[src/rtl/heartbeat_monitor.sv]
// -----------------------------------------------------------------------------
// heartbeat_monitor
//
// Supervises a periodic heartbeat level signal. The input is synchronised,
// its rising edges are detected, and the rising-to-rising period is measured
// in clock cycles. A sticky fault is raised when beats stop (timeout) or
// arrive too early. i_clear drops the fault and restarts monitoring.
//
// Optional feature macro: HB_MON_STATS_EN
//   When defined, adds o_beat_count (legal RUN beats) and o_fault_count
//   (FAULT entries). Both saturate and are cleared by reset only.
// -----------------------------------------------------------------------------
module heartbeat_monitor #(
  parameter int unsigned MIN_PERIOD  = 11_000_000,  // smallest legal period
  parameter int unsigned MAX_PERIOD  = 13_000_000,  // largest legal period
  parameter int unsigned SYNC_STAGES = 2            // synchroniser depth, >= 2
) (
  input  logic        clock,
  input  logic        reset,            // asynchronous, active low
  input  logic        i_heartbeat,      // may be asynchronous to clock
  input  logic        i_clear,          // synchronous fault clear / restart
  output logic        o_alive,
  output logic        o_fault,
  output logic [1:0]  o_fault_code,
  output logic [31:0] o_period,
  output logic        o_period_valid
`ifdef HB_MON_STATS_EN
  ,
  output logic [15:0] o_beat_count,
  output logic [7:0]  o_fault_count
`endif
);

  // ---------------------------------------------------------------------------
  // Types and constants
  // ---------------------------------------------------------------------------
  typedef enum logic [1:0] {
    ST_INIT  = 2'd0,
    ST_RUN   = 2'd1,
    ST_FAULT = 2'd2
  } state_t;

  typedef enum logic [1:0] {
    FC_NONE    = 2'b00,
    FC_TIMEOUT = 2'b01,
    FC_EARLY   = 2'b10
  } fault_code_t;

  localparam logic [31:0] LP_MIN_PERIOD = MIN_PERIOD;
  localparam logic [31:0] LP_MAX_PERIOD = MAX_PERIOD;
  localparam logic [31:0] LP_CNT_SAT    = '1;

  // ---------------------------------------------------------------------------
  // Signals
  // ---------------------------------------------------------------------------
  logic [SYNC_STAGES-1:0] r_sync;       // synchroniser chain, [0] is first stage
  logic                   r_hb_d;       // last sync stage delayed one cycle
  logic                   w_edge;       // rising edge of synchronised heartbeat

  logic [31:0]            r_cnt;        // cycles since last edge / restart
  logic [31:0]            w_cnt_inc;    // r_cnt + 1, saturating
  logic                   w_timeout;    // no edge and period window exceeded
  logic                   w_early;      // measured period below minimum

  state_t                 r_state;
  state_t                 w_state_nxt;
  fault_code_t            r_code;
  fault_code_t            w_code_nxt;
  logic                   w_publish;    // an edge that updates o_period

  logic                   r_alive;
  logic                   r_fault;
  logic [31:0]            r_period;
  logic                   r_period_valid;

  // ---------------------------------------------------------------------------
  // Input synchroniser and rising-edge detector
  // ---------------------------------------------------------------------------
  // Shift the raw heartbeat through the sync chain plus one delay flop.
  // NOTE: non-blocking (<=) for every flop so each register samples the
  // values that existed before the clock edge, independent of block order.
  always_ff @(posedge clock or negedge reset) begin
    if (!reset) begin
      r_sync <= '0;
      r_hb_d <= 1'b0;
    end else begin
      r_sync <= {r_sync[SYNC_STAGES-2:0], i_heartbeat};
      r_hb_d <= r_sync[SYNC_STAGES-1];
    end
  end

  assign w_edge = r_sync[SYNC_STAGES-1] & ~r_hb_d;

  // ---------------------------------------------------------------------------
  // Period counter
  // ---------------------------------------------------------------------------
  // The measured period is the count at the edge plus one: the edge cycle
  // itself belongs to the interval being measured.
  assign w_cnt_inc = (r_cnt == LP_CNT_SAT) ? LP_CNT_SAT : (r_cnt + 32'd1);

  // A timeout fires in the first edge-less cycle where cnt+1 exceeds the
  // maximum, so a beat landing exactly on MAX_PERIOD is still legal.
  assign w_timeout = ~w_edge & (w_cnt_inc > LP_MAX_PERIOD);
  assign w_early   = (w_cnt_inc < LP_MIN_PERIOD);

  // Restart counting on every edge or clear, otherwise count up saturating.
  always_ff @(posedge clock or negedge reset) begin
    if (!reset) begin
      r_cnt <= '0;
    end else if (i_clear || w_edge) begin
      r_cnt <= '0;
    end else begin
      r_cnt <= w_cnt_inc;
    end
  end

  // ---------------------------------------------------------------------------
  // Supervisor FSM
  // ---------------------------------------------------------------------------
  // State and fault-code registers.
  always_ff @(posedge clock or negedge reset) begin
    if (!reset) begin
      r_state <= ST_INIT;
      r_code  <= FC_NONE;
    end else begin
      r_state <= w_state_nxt;
      r_code  <= w_code_nxt;
    end
  end

  // Next-state, next fault code and period-publish decision.
  // NOTE: every signal written here gets a default first, so no path through
  // the case statement can leave one unassigned and infer a latch.
  always_comb begin
    w_state_nxt = r_state;
    w_code_nxt  = r_code;
    w_publish   = 1'b0;

    if (i_clear) begin
      // Clear beats any fault event in the same cycle and restarts INIT.
      w_state_nxt = ST_INIT;
      w_code_nxt  = FC_NONE;
    end else begin
      case (r_state)
        ST_INIT: begin
          // First edge only arms monitoring; its period is meaningless.
          if (w_edge) begin
            w_state_nxt = ST_RUN;
          end else if (w_timeout) begin
            w_state_nxt = ST_FAULT;
            w_code_nxt  = FC_TIMEOUT;
          end
        end

        ST_RUN: begin
          if (w_edge) begin
            w_publish = 1'b1;
            if (w_early) begin
              w_state_nxt = ST_FAULT;
              w_code_nxt  = FC_EARLY;
            end
          end else if (w_timeout) begin
            w_state_nxt = ST_FAULT;
            w_code_nxt  = FC_TIMEOUT;
          end
        end

        ST_FAULT: begin
          // Sticky: keep reporting periods but never rewrite the code.
          if (w_edge) begin
            w_publish = 1'b1;
          end
        end

        default: begin
          w_state_nxt = ST_INIT;
          w_code_nxt  = FC_NONE;
        end
      endcase
    end
  end

  // ---------------------------------------------------------------------------
  // Registered outputs
  // ---------------------------------------------------------------------------
  // Status flags follow the next state so they align with the state register;
  // the period and its valid pulse update together on a published edge.
  always_ff @(posedge clock or negedge reset) begin
    if (!reset) begin
      r_alive        <= 1'b0;
      r_fault        <= 1'b0;
      r_period       <= '0;
      r_period_valid <= 1'b0;
    end else begin
      r_alive        <= (w_state_nxt == ST_RUN);
      r_fault        <= (w_state_nxt == ST_FAULT);
      r_period_valid <= w_publish;
      if (w_publish) begin
        r_period <= w_cnt_inc;
      end
    end
  end

  assign o_alive        = r_alive;
  assign o_fault        = r_fault;
  assign o_fault_code   = r_code;
  assign o_period       = r_period;
  assign o_period_valid = r_period_valid;

`ifdef HB_MON_STATS_EN
  // ---------------------------------------------------------------------------
  // Optional statistics
  // ---------------------------------------------------------------------------
  logic [15:0] r_beat_count;
  logic [7:0]  r_fault_count;
  logic        w_legal_beat;
  logic        w_fault_enter;

  // A legal beat is an edge seen in RUN that keeps the FSM in RUN.
  assign w_legal_beat  = w_edge && (r_state == ST_RUN) && (w_state_nxt == ST_RUN);
  assign w_fault_enter = (r_state != ST_FAULT) && (w_state_nxt == ST_FAULT);

  // Saturating counters, deliberately untouched by i_clear.
  always_ff @(posedge clock or negedge reset) begin
    if (!reset) begin
      r_beat_count  <= '0;
      r_fault_count <= '0;
    end else begin
      if (w_legal_beat && (r_beat_count != 16'hFFFF)) begin
        r_beat_count <= r_beat_count + 16'd1;
      end
      if (w_fault_enter && (r_fault_count != 8'hFF)) begin
        r_fault_count <= r_fault_count + 8'd1;
      end
    end
  end

  assign o_beat_count  = r_beat_count;
  assign o_fault_count = r_fault_count;
`endif

endmodule

[config.mk]
export PLATFORM = sky130hd
export DESIGN_NAME = heartbeat_monitor
export DESIGN_NICKNAME = d
export VERILOG_FILES = /design/src/rtl/heartbeat_monitor.sv
export SDC_FILE = /design/constraint.sdc
export NUM_CORES = 1
export LEC_CHECK = 0
export ABC_AREA = 1
export CORE_MARGIN = 1.5
export CORE_UTILIZATION = 52
export CTS_CLUSTER_SIZE = 25
export DETAILED_ROUTE_END_ITERATION = 8
export PLACE_DENSITY = 0.8
export SLEW_MARGIN = 10
export SYNTH_ARGS = -nofsm -noshare
export SYNTH_HDL_FRONTEND = slang
export SYNTH_SLANG_ARGS = --single-unit
[constraint.sdc]
create_clock -name clock -period 2.15 [get_ports clock]
set_input_delay 0.43 -clock clock [delete_from_list [all_inputs] [get_ports clock]]
set_output_delay 0.43 -clock clock [all_outputs]
set_load 0.1 [all_outputs]
==> impl_metrics.env, run 1 <==
export IMPL_die_x_microns=92.82
export IMPL_initial_utilization_pct=54.01
export IMPL_place_congestion=1.024
export IMPL_required_ns=2.42
export IMPL_worst_setup_path_start_kind="register"
export IMPL_finalClockSkew_ns=0.008967
export IMPL_power_density_nw_per_um2=584.4
export IMPL_cp_max_fo=6
export IMPL_finalSetupViolCount=6
export IMPL_reg2reg_depth=21
export IMPL_worst_slew_pin_transition_ns=0.7177
export IMPL_yosysWarnings=0
export IMPL_end_kind="register"
export IMPL_io_pins=41
export IMPL_synth_top_cell_area_share_pct=44.14
export IMPL_syn2layout_area_growth_pct=46.23
export IMPL_hp_class="input pin to async pin"
export IMPL_max_freq_mhz=366.6
export IMPL_hold_viol_final=0
export IMPL_fill_cells=498
export IMPL_synth_main_ff_cell="dfrtp_1"
export IMPL_num_antenna_cells=0
export IMPL_criticalPathCategory="register to register"
export IMPL_grt_setup_unrepaired="yes"
export IMPL_synth_area_sq_um=4195
export IMPL_violations="setup timing"
export IMPL_rrSetupSlack_ns=-0.58
export IMPL_post_place_ws_ns=-0.4323
export IMPL_ir_drop_uv=1030
export IMPL_cts_root_buf="clkbuf_8"
export IMPL_dp_hpwl_microns=9237
export IMPL_p_leak_nw=3.281
export IMPL_cts_hold_buf=0
export IMPL_vias=4915
export IMPL_setup_slack_ns=-0.5776
export IMPL_die_area_sq_um=8616
export IMPL_drc=0
export IMPL_drt_first_pass_iters=5
export IMPL_synthTopCellsByCount="nand2_1 (199), nor2_1 (109), dfrtp_1 (74), inv_1 (74)"
export IMPL_die_h_microns=92.82
export IMPL_grt_overflow=0
export IMPL_core_area_sq_um=7767
export IMPL_grt_pass1_vias=4693
export IMPL_insertion_delay_ns=0.37
export IMPL_finalInstanceArea_sq_um=6135
export IMPL_drt_wl_total_microns=14420
export IMPL_async_flop_share_pct=100.0
export IMPL_postRouteAntennaNets=0
export IMPL_h_tree_depth=3
export IMPL_cts_clk_slew_worst_paths_ns=0.08
export IMPL_synth_most_common_cell="nand2_1"
export IMPL_cts_sinks=74
export IMPL_synthTopCellsByArea="dfrtp_1 (44%), nand2_1 (18%), nor2_1 (9.8%), inv_1 (6.6%), nand3_1 (4.3%)"
export IMPL_antenna_found_initial=0
export IMPL_synth_seq_cells=74
export IMPL_setup_tns_ns=-3.251
export IMPL_grt_first_pass_wirelength_microns=21360
export IMPL_maxSlewViolCount=0
export IMPL_use_met3_pct=5.255
export IMPL_syn_num_nets=613
export IMPL_r2r_end="o_alive"
export IMPL_numCtsBuffers=9
export IMPL_arrival_ns=2.99
export IMPL_finalCriticalPeriod_ns=2.728
export IMPL_detail_route_wl_per_cell_microns=16.26
export IMPL_grt_busiest_layer="met2"
export IMPL_gr_usage_met1_pct=42.05
export IMPL_relSlewSlack_pct=52.10
export IMPL_grt_max_degree=75
export IMPL_drt_iter0_drc=558
export IMPL_synth_cell_types=28
export IMPL_nets=789
export IMPL_place_area_sq_um=5470
export IMPL_vias_per_cell=5.541
export IMPL_syn_area_per_cell_sq_um=6.946
export IMPL_port_buffers=40
export IMPL_syn_inst=604
export IMPL_drive_gt1_share_pct=35.41
export IMPL_maxCapViolCount=0
export IMPL_num_rows=32
export IMPL_layout_worst_path_cycle_share_pct=126.9
export IMPL_seq_area_frac_synth_pct=44.14
export IMPL_synth_edf_count=0
export IMPL_globalRouteMet2Util_pct=51.58
export IMPL_status="finished, violations left"
export IMPL_synth_top_area_cell="dfrtp_1"
export IMPL_cts_tree="built"
export IMPL_track_usage_pct=32.24
export IMPL_clk_path_buf_depth=2
export IMPL_r2r_start="r_cnt[3]"
-- timing repair --
action,CTS,global route
cloned,0,0
setup endpoints to repair,6,6
pin swaps,12,14
resized for setup,32,58
setup buffers,12,9
-- power by group --
| part | leakage [nW] | switching, W | internal (W) |
|---|---|---|---|
| Combinational | 2.16 | 0.000684 | 0.000182 |
| Sequential | 1.01 | 0.0000488 | 0.00147 |
| Clock | 0.112 | 0.000573 | 0.000630 |
| Total | 3.28 | 0.00131 | 0.00228 |
-- cell type report --
class	count	area [sq um]	area share [%]
multi-input combinational	443	2283	37.22
clock buffer	12	165.2	2.692
inverter	76	292.8	4.773
clock inverter	4	48.80	0.7954
timing repair buffer	176	1363	22.21
tap	102	127.6	2.080
sequential	74	1854	30.23
-- cells by family (layout without fill, tap and decap cells) --
logic type               after synthesis  after routing  synth area share, %
AO/OA/AOI/OAI                         49             49                6.233
XOR/XNOR                               6              6                1.253
adder cells (fa/ha/maj)                5              5                1.491
buffers and inverters                 87            268                8.172
flip-flops                            74             74                44.14
AND/OR/NAND/NOR                      383            383                38.71
-- worst max-delay path, cell delays in order (launching register included) --
cell and delay, ns:
dfrtp_1 0.41, buf_6 0.13, nand2_2 0.09, nor2_4 0.22, nand2_4 0.08, buf_4 0.19, nor2_2 0.11, nand2_1 0.09
nand3_2 0.13, nand2_2 0.08, nor2_2 0.16, nand3_1 0.15, nand2_1 0.13, nand2_1 0.07, nand2_1 0.08, nand2_2 0.09
nand2_1 0.10, nand2_1 0.06, nand2_1 0.06, nand2_1 0.06, nand2_1 0.08, nor2_1 0.04
-- routing by layer --
| metal | part of all wire, % | vias to the layer above |
|---|---|---|
| met5 | 0 | - |
| met4 | 4.3 | 0 |
| met3 | 8.1 | 74 |
| met2 | 49 | 291 |
| met1 | 39 | 2331 |
| li1 | - | 2219 |
-- placed cells by master, fill, tap and decap left out, drive strengths merged --
cell and n:
nor2 119, nand2 206, o21ai 37, nand4 6, nand3 39, dfrtp 74
and2 1, clkinv 4, a21oi 5, clkbuf 12, clkdlybuf4s50 2, inv 75
a22oi 1, nand3b 11, buf 174, ha 5, o21bai 2, xor2 4
nor3 1, bufinv 1, a31oi 4, xnor2 2
-- registers in the layout, summed over array words and instances, names as in the netlist --
signal,cells
o_alive,1
o_period,32
r_cnt,32
o_fault,1
o_fault_code,2
r_sync,2
r_hb_d,1
o_period_valid,1
r_state,2
-- how the worst max path moves through the flow --
stage / to / slack, ns / start
floorplan: o_alive / -0.07 / r_cnt[0]
global placement: o_alive / -0.35 / r_cnt[0]
detailed placement: o_alive / -0.43 / r_cnt[0]
CTS: o_alive / -0.34 / r_cnt[0]
global route: o_alive / -0.67 / r_cnt[3]
finish: o_alive / -0.58 / r_cnt[3]
-- through the flow --
step,power [W],cells,hold WS (ns),utilization (%)
6_report,0.003585,887,0.07515,78.98
5_1_grt,0.003673,887,0.1312,78.98
4_1_cts,0.003573,878,0.1146,75.82
3_3_place_gp,0.002378,850,0.3377,70.43
3_5_place_dp,0.002397,850,0.3485,70.43
2_1_floorplan,0.002178,604,0.1344,-
(Power assumes the default switching activity.)
==> run 2, diff against run 1 <==
--- a/config.mk
+++ b/config.mk
@@ -5,7 +5,7 @@
 export SDC_FILE = /design/constraint.sdc
 export NUM_CORES = 1
 export LEC_CHECK = 0
-export ABC_AREA = 1
+export ABC_AREA = 0
 export CORE_MARGIN = 1.5
 export CORE_UTILIZATION = 52
 export CTS_CLUSTER_SIZE = 25
==> run 2 against run 1 <==
The run still ends with setup timing left. First-iteration DRC count fell by 15%. Total power fell by 10%. Flip-flop and latch count did not move. Setup slack got worse by 0.46 ns. Global-route usage barely moved. Largest cell class unchanged. Critical path depth fell by 11. Combinational power fell by 50%. Routed wire length rose by 6.4%. Sequential power fell by 5%. Synthesized cell count fell by 19%. Cell area rose by 5.5%.
==> impl_metrics.env, run 2 <==
export IMPL_drt_first_pass_iters=5
export IMPL_maxSlewViolCount=0
export IMPL_drive_gt1_share_pct=43.85
export IMPL_cts_root_buf="clkbuf_8"
export IMPL_worst_slew_pin_transition_ns=0.4963
export IMPL_p_leak_nw=3.025
export IMPL_synth_cell_types=62
export IMPL_setup_tns_ns=-11.58
export IMPL_final_cells=777
export IMPL_pwr_share_comb_pct=13.5
export IMPL_grt_first_pass_wirelength_microns=21660
export IMPL_syn_area_per_cell_sq_um=8.554
export IMPL_cts_tree="built"
export IMPL_yosysWarnings=0
export IMPL_numCtsBuffers=9
export IMPL_synth_edf_count=0
export IMPL_die_h_microns=92.78
export IMPL_p_int_w=0.002338
export IMPL_grt_pass1_vias=4515
export IMPL_port_buffers=40
export IMPL_insertion_delay_ns=0.36
export IMPL_syn2layout_area_growth_pct=54.36
export IMPL_grt_max_degree=42
export IMPL_required_ns=2.46
export IMPL_synthTopCellsByCount="dfrtp_1 (74), nor2_1 (67), nand2_1 (61), o21ai_0 (40), clkbuf_1 (24)"
export IMPL_dpl_cell_count=733
export IMPL_relSlewSlack_pct=66.85
export IMPL_antenna_found_initial=0
export IMPL_synth_top_cell_area_share_pct=44.18
export IMPL_dp_hpwl_microns=9180
export IMPL_initial_utilization_pct=53.96
export IMPL_seq_area_frac_synth_pct=44.18
export IMPL_syn_inst=490
export IMPL_nets=679
export IMPL_synth_seq_cells=74
export IMPL_place_congestion=0.9192
export IMPL_drc=0
export IMPL_core_area_sq_um=7767
export IMPL_setup_slack_ns=-1.038
export IMPL_criticalPathCategory="register to register"
export IMPL_worst_setup_path_start_kind="register"
export IMPL_clk_path_buf_depth=2
export IMPL_finalCriticalPeriod_ns=3.188
export IMPL_cts_sinks=74
export IMPL_status="finished, violations left"
export IMPL_async_flop_share_pct=100.0
export IMPL_h_tree_depth=3
export IMPL_die_area_sq_um=8608
export IMPL_clockPowerShare_pct=41.8
export IMPL_p_sw_w=0.0008894
export IMPL_num_rows=32
export IMPL_switching_share_pct=27.55
export IMPL_postRouteAntennaNets=0
export IMPL_track_usage_pct=32.19
export IMPL_drt_wl_total_microns=15350
export IMPL_synth_main_ff_cell="dfrtp_1"
export IMPL_synthTopCellsByArea="dfrtp_1 (44%), nor2_1 (6.0%), nand2_1 (5.5%), o21ai_0 (4.8%), nand4_1 (2.5%)"
export IMPL_vias_per_cell=6.256
export IMPL_power_density_nw_per_um2=498.9
export IMPL_layout_worst_path_cycle_share_pct=148.3
export IMPL_p_seq_share_pct=44.8
export IMPL_finalClockSkew_ns=0.01431
export IMPL_synth_most_common_cell="dfrtp_1"
export IMPL_end_kind="register"
export IMPL_cts_clk_slew_worst_paths_ns=0.08
export IMPL_die_x_microns=92.78
export IMPL_synth_area_sq_um=4192
export IMPL_syn_num_nets=499
export IMPL_post_place_ws_ns=-1.026
export IMPL_ir_drop_uv=402.9
export IMPL_grt_overflow=0
export IMPL_grt_setup_unrepaired="yes"
export IMPL_finalSetupViolCount=58
export IMPL_arrival_ns=3.49
export IMPL_final_util_pct=83.30
export IMPL_max_freq_mhz=313.7
export IMPL_cp_max_fo=4
export IMPL_vias=4861
export IMPL_drt_iter0_drc=474
export IMPL_io_pins=41
export IMPL_violations="setup timing"
export IMPL_final_cell_mix="buf_4 (177), dfrtp_1 (73), nand2_1 (60), nor2_1 (56), o21ai_0 (25)"
export IMPL_hp_class="input pin to async pin"
export IMPL_maxCapViolCount=0
export IMPL_num_antenna_cells=0
export IMPL_final_common_cell="buf_4"
export IMPL_cts_hold_buf=0
export IMPL_synth_top_area_cell="dfrtp_1"
export IMPL_hold_viol_final=0
export IMPL_detail_route_wl_per_cell_microns=19.75
-- run 2: final cells by class --
type | instances | area [sq um]
Timing Repair Buffer | 199 | 1592
Multi-Input combinational cell | 374 | 2609
Clock buffer | 12 | 145.1
Sequential cell | 74 | 1853
Clock inverter | 4 | 98.84
Inverter | 12 | 45.04
Fill cell | 443 | 1297
Tap cell | 102 | 127.6
-- run 2: path summary, 6_finish.rpt --
check                             endpoint  startpoint  slack (ns)  cells after the start
min                        o_fault_code[1]       reset        0.02                      1
min reg2reg                      r_sync[1]   r_sync[0]        0.37                      0
min in group clock               r_sync[1]   r_sync[0]        0.37                      0
max reg2reg                        o_fault   r_cnt[19]       -1.04                     10
max in group asynchronous         r_cnt[6]       reset        1.47                      2
max                                o_fault   r_cnt[19]       -1.04                     10
-- run 2: cells by family (layout without fill, tap and decap cells) --
logic type / count (synthesis) / in the layout / synth area share (%)
AND/OR/NAND/NOR: 250 / 250 / 30.96
AO/OA/AOI/OAI: 98 / 98 / 14.93
flip-flops: 74 / 74 / 44.18
buffers and inverters: 42 / 227 / 3.940
XOR/XNOR: 17 / 17 / 3.552
adder cells (fa/ha/maj): 5 / 5 / 1.493
multiplexers: 4 / 4 / 0.9553
-- run 2: power groups by stage --
stage,Sequential (W),Clock (W),Combinational [W]
6_report,0.00144,0.00135,0.000434
5_1_grt,0.00145,0.00141,0.000455
4_1_cts,0.00144,0.00134,0.000414
3_5_place_dp,0.00147,0,0.000394
3_3_place_gp,0.00147,0,0.000383
2_1_floorplan,0.00165,0,0.0000831
-- run 2: critical path, stage by stage, from the launching register on --
cell,delay [ns]
dfrtp_1,0.43
nand3_2,0.10
or4_4,0.58
or4_4,0.48
nor2_4,0.12
mux2i_2,0.24
nor4b_4,0.36
nand4_2,0.20
buf_4,0.21
a32oi_4,0.22
and3_1,0.19
-- run 2: metrics by stage --
stage | instance area [sq um] | power (W) | hold slack [ns]
2_1_floorplan | 4197 | 0.001730 | 0.1344
3_3_place_gp | 5503 | 0.001850 | 0.3312
3_5_place_dp | 5503 | 0.001862 | 0.3576
4_1_cts | 6117 | 0.003195 | 0.03926
5_1_grt | 6470 | 0.003311 | 0.06537
6_report | 6470 | 0.003228 | 0.01936
-- run 2: repair_timing --
action	in CTS	in global routing
pin swaps	31	34
resized for setup	52	67
setup buffers	20	16
endpoints found under the setup margin	30	54
-- run 2: routing by layer --
layer,GRT usage (%),vias to the layer above,wire length [microns]
met5,0,-,0
met4,16.41,0,818
met3,6.158,90,1209
met2,54.50,293,7565
met1,38.82,2353,5752
li1,-,2125,-
==> run 3, diff against run 2 <==
--- a/config.mk
+++ b/config.mk
@@ -8,6 +8,7 @@
 export ABC_AREA = 0
 export CORE_MARGIN = 1.5
 export CORE_UTILIZATION = 52
+export CTS_BUF_LIST = sky130_fd_sc_hd__clkbuf_8 sky130_fd_sc_hd__clkbuf_16
 export CTS_CLUSTER_SIZE = 25
 export DETAILED_ROUTE_END_ITERATION = 8
 export PLACE_DENSITY = 0.8
==> run 3 against run 2 <==
Hold slack worse by 0.00054 ns. Non-clock buffer count stayed put. Via count about the same. Fmax fell by 0.52%. Routed wire length decreased by 0.39%. Total power fell by 0.15%. Global-route usage stayed put. Clock-buffer cell count down 2. Sequential share of layout area did not move. Critical path type unchanged. Cell count unchanged. Sequential power is essentially flat. The flow still finishes with violations (setup timing).
==> impl_metrics.env, run 3 (synthesized netlist as in run 2, its figures left out) <==
export IMPL_status="finished, violations left"
export IMPL_violations="setup timing"
export IMPL_crit_slowest_cell="dfrtp_1"
export IMPL_final_cells=777
export IMPL_die_h_microns=92.78
export IMPL_drt_first_pass_iters=6
export IMPL_worst_slew_pin_transition_ns=0.4982
export IMPL_dp_hpwl_microns=9180
export IMPL_die_area_sq_um=8608
export IMPL_h_tree_depth=3
export IMPL_relSlewSlack_pct=66.72
export IMPL_setup_slack_ns=-1.054
export IMPL_cp_max_fo=5
export IMPL_nets=679
export IMPL_crit_top_cell="buf_4"
export IMPL_numCtsBuffers=9
export IMPL_ir_drop_uv=402.3
export IMPL_cts_hold_buf=0
export IMPL_layout_worst_path_cycle_share_pct=149.0
export IMPL_cpPeakStageDelay_ns=0.41
export IMPL_finalSetupViolCount=60
export IMPL_worstPathCellList="buf_6 -> ha_4 -> buf_4 -> buf_4 -> a21oi_1 -> buf_4 -> nor2_1 -> a31oi_1 -> o211ai_1 -> nor4_4 -> o221ai_2 -> a2bb2oi_2 -> buf_4 -> a32oi_4 -> nor4_2"
export IMPL_finalClockSkew_ns=0.01640
export IMPL_max_freq_mhz=312.1
export IMPL_drt_iter0_drc=467
export IMPL_r2r_end="o_alive"
export IMPL_final_common_cell="buf_4"
export IMPL_detail_route_wl_per_cell_microns=19.67
export IMPL_antenna_found_initial=0
export IMPL_clk_path_buf_depth=2
export IMPL_port_buffers=40
export IMPL_criticalPathCategory="register to register"
export IMPL_grt_pass1_vias=4515
export IMPL_final_cell_mix="buf_4 (177), dfrtp_1 (73), nand2_1 (60), nor2_1 (56), o21ai_0 (25)"
export IMPL_final_util_pct=83.30
export IMPL_rrSetupSlack_ns=-1.05
export IMPL_grt_max_degree=42
export IMPL_cp_endpoint="o_alive"
export IMPL_vias=4862
export IMPL_required_ns=2.41
export IMPL_cts_root_buf="clkbuf_8"
export IMPL_initial_utilization_pct=53.96
export IMPL_r2r_start="r_cnt[1]"
export IMPL_insertion_delay_ns=0.37
export IMPL_syn2layout_area_growth_pct=54.36
export IMPL_drive_gt1_share_pct=43.85
export IMPL_power_w=0.003223
export IMPL_worst_setup_path_start_kind="register"
export IMPL_cts_sinks=74
export IMPL_end_kind="register"
export IMPL_hp_class="input pin to async pin"
export IMPL_num_antenna_cells=0
export IMPL_maxCapViolCount=0
export IMPL_track_usage_pct=32.19
export IMPL_core_area_sq_um=7767
export IMPL_hold_viol_final=0
export IMPL_reg2reg_depth=15
export IMPL_grt_overflow=0
export IMPL_finalCriticalPeriod_ns=3.204
export IMPL_p_leak_nw=3.033
export IMPL_die_x_microns=92.78
export IMPL_cts_tree="built"
export IMPL_dpl_cell_count=733
export IMPL_post_place_ws_ns=-1.026
export IMPL_vias_per_cell=6.257
export IMPL_cts_clk_slew_worst_paths_ns=0.08
export IMPL_drc=0
export IMPL_startpoint="r_cnt[1]"
export IMPL_place_congestion=0.9192
export IMPL_num_rows=32
export IMPL_grt_first_pass_wirelength_microns=21660
export IMPL_grt_setup_unrepaired="yes"
export IMPL_worst_hold_slack_ns=0.01882
export IMPL_drt_wl_total_microns=15290
export IMPL_io_pins=41
export IMPL_power_density_nw_per_um2=498.1
export IMPL_postRouteAntennaNets=0
export IMPL_arrival_ns=3.47
export IMPL_maxSlewViolCount=0
==> run 3: worst min path at each step <==
| stage | start | endpoint | slack, ns | depth (start not counted) |
|---|---|---|---|---|
| 2_1_floorplan | reset | o_alive | 0.13 | 0 |
| 3_3_place_gp | r_sync[0] | r_sync[1] | 0.33 | 0 |
| 3_5_place_dp | r_sync[0] | r_sync[1] | 0.36 | 0 |
| 4_1_cts | reset | o_fault_code[1] | 0.04 | 1 |
| 5_1_grt | reset | o_period[26] | 0.07 | 1 |
| 6_report | reset | o_fault_code[1] | 0.02 | 1 |
==> run 3: layout make-up <==
class / instances / area, sq um
Multi-Input combinational cell: 374 / 2609
Sequential cell: 74 / 1853
Timing Repair Buffer: 199 / 1592
Fill cell: 443 / 1297
Clock buffer: 10 / 137.6
Tap cell: 102 / 127.6
Clock inverter: 6 / 106.4
Inverter: 12 / 45.04
==> run 3: power breakdown <==
| group | internal [W] | switching (W) |
|---|---|---|
| sequential | 0.00142 | 0.0000220 |
| clock | 0.000797 | 0.000547 |
| combinational | 0.000109 | 0.000325 |
| total | 0.00233 | 0.000894 |
==> run 3: timing repair <==
action,CTS,global route
hold endpoints to repair,0,0
resized for setup,52,67
setup buffers,20,16
pin swaps,31,34
endpoints found under the setup margin,30,54
==> run 3: per-stage QoR <==
| step | setup TNS [ns] | cell area (sq um) |
|---|---|---|
| global route | -14.94 | 6470 |
| CTS | -5.734 | 6117 |
| finish | -12.02 | 6470 |
| global placement | -5.443 | 5503 |
| detailed placement | -6.796 | 5503 |
| floorplan | -7.783 | 4197 |
==> run 3: metal layers <==
layer  up-vias  track usage (%)  part of all wire [%]
met5         -                0                     0
li1       2123                -                     -
met3        88            6.158                   7.6
met1      2344            38.82                    38
met4         0            16.41                   5.4
met2       307            54.50                    49
==> run 3: critical path: cells and delay by family, from the launching register on <==
kind            cells  cell delay, ns
compound gates      6            1.20
buf+inv             5            0.73
fa+ha+maj           1            0.16
simple gates        3            0.59
flops               1            0.41
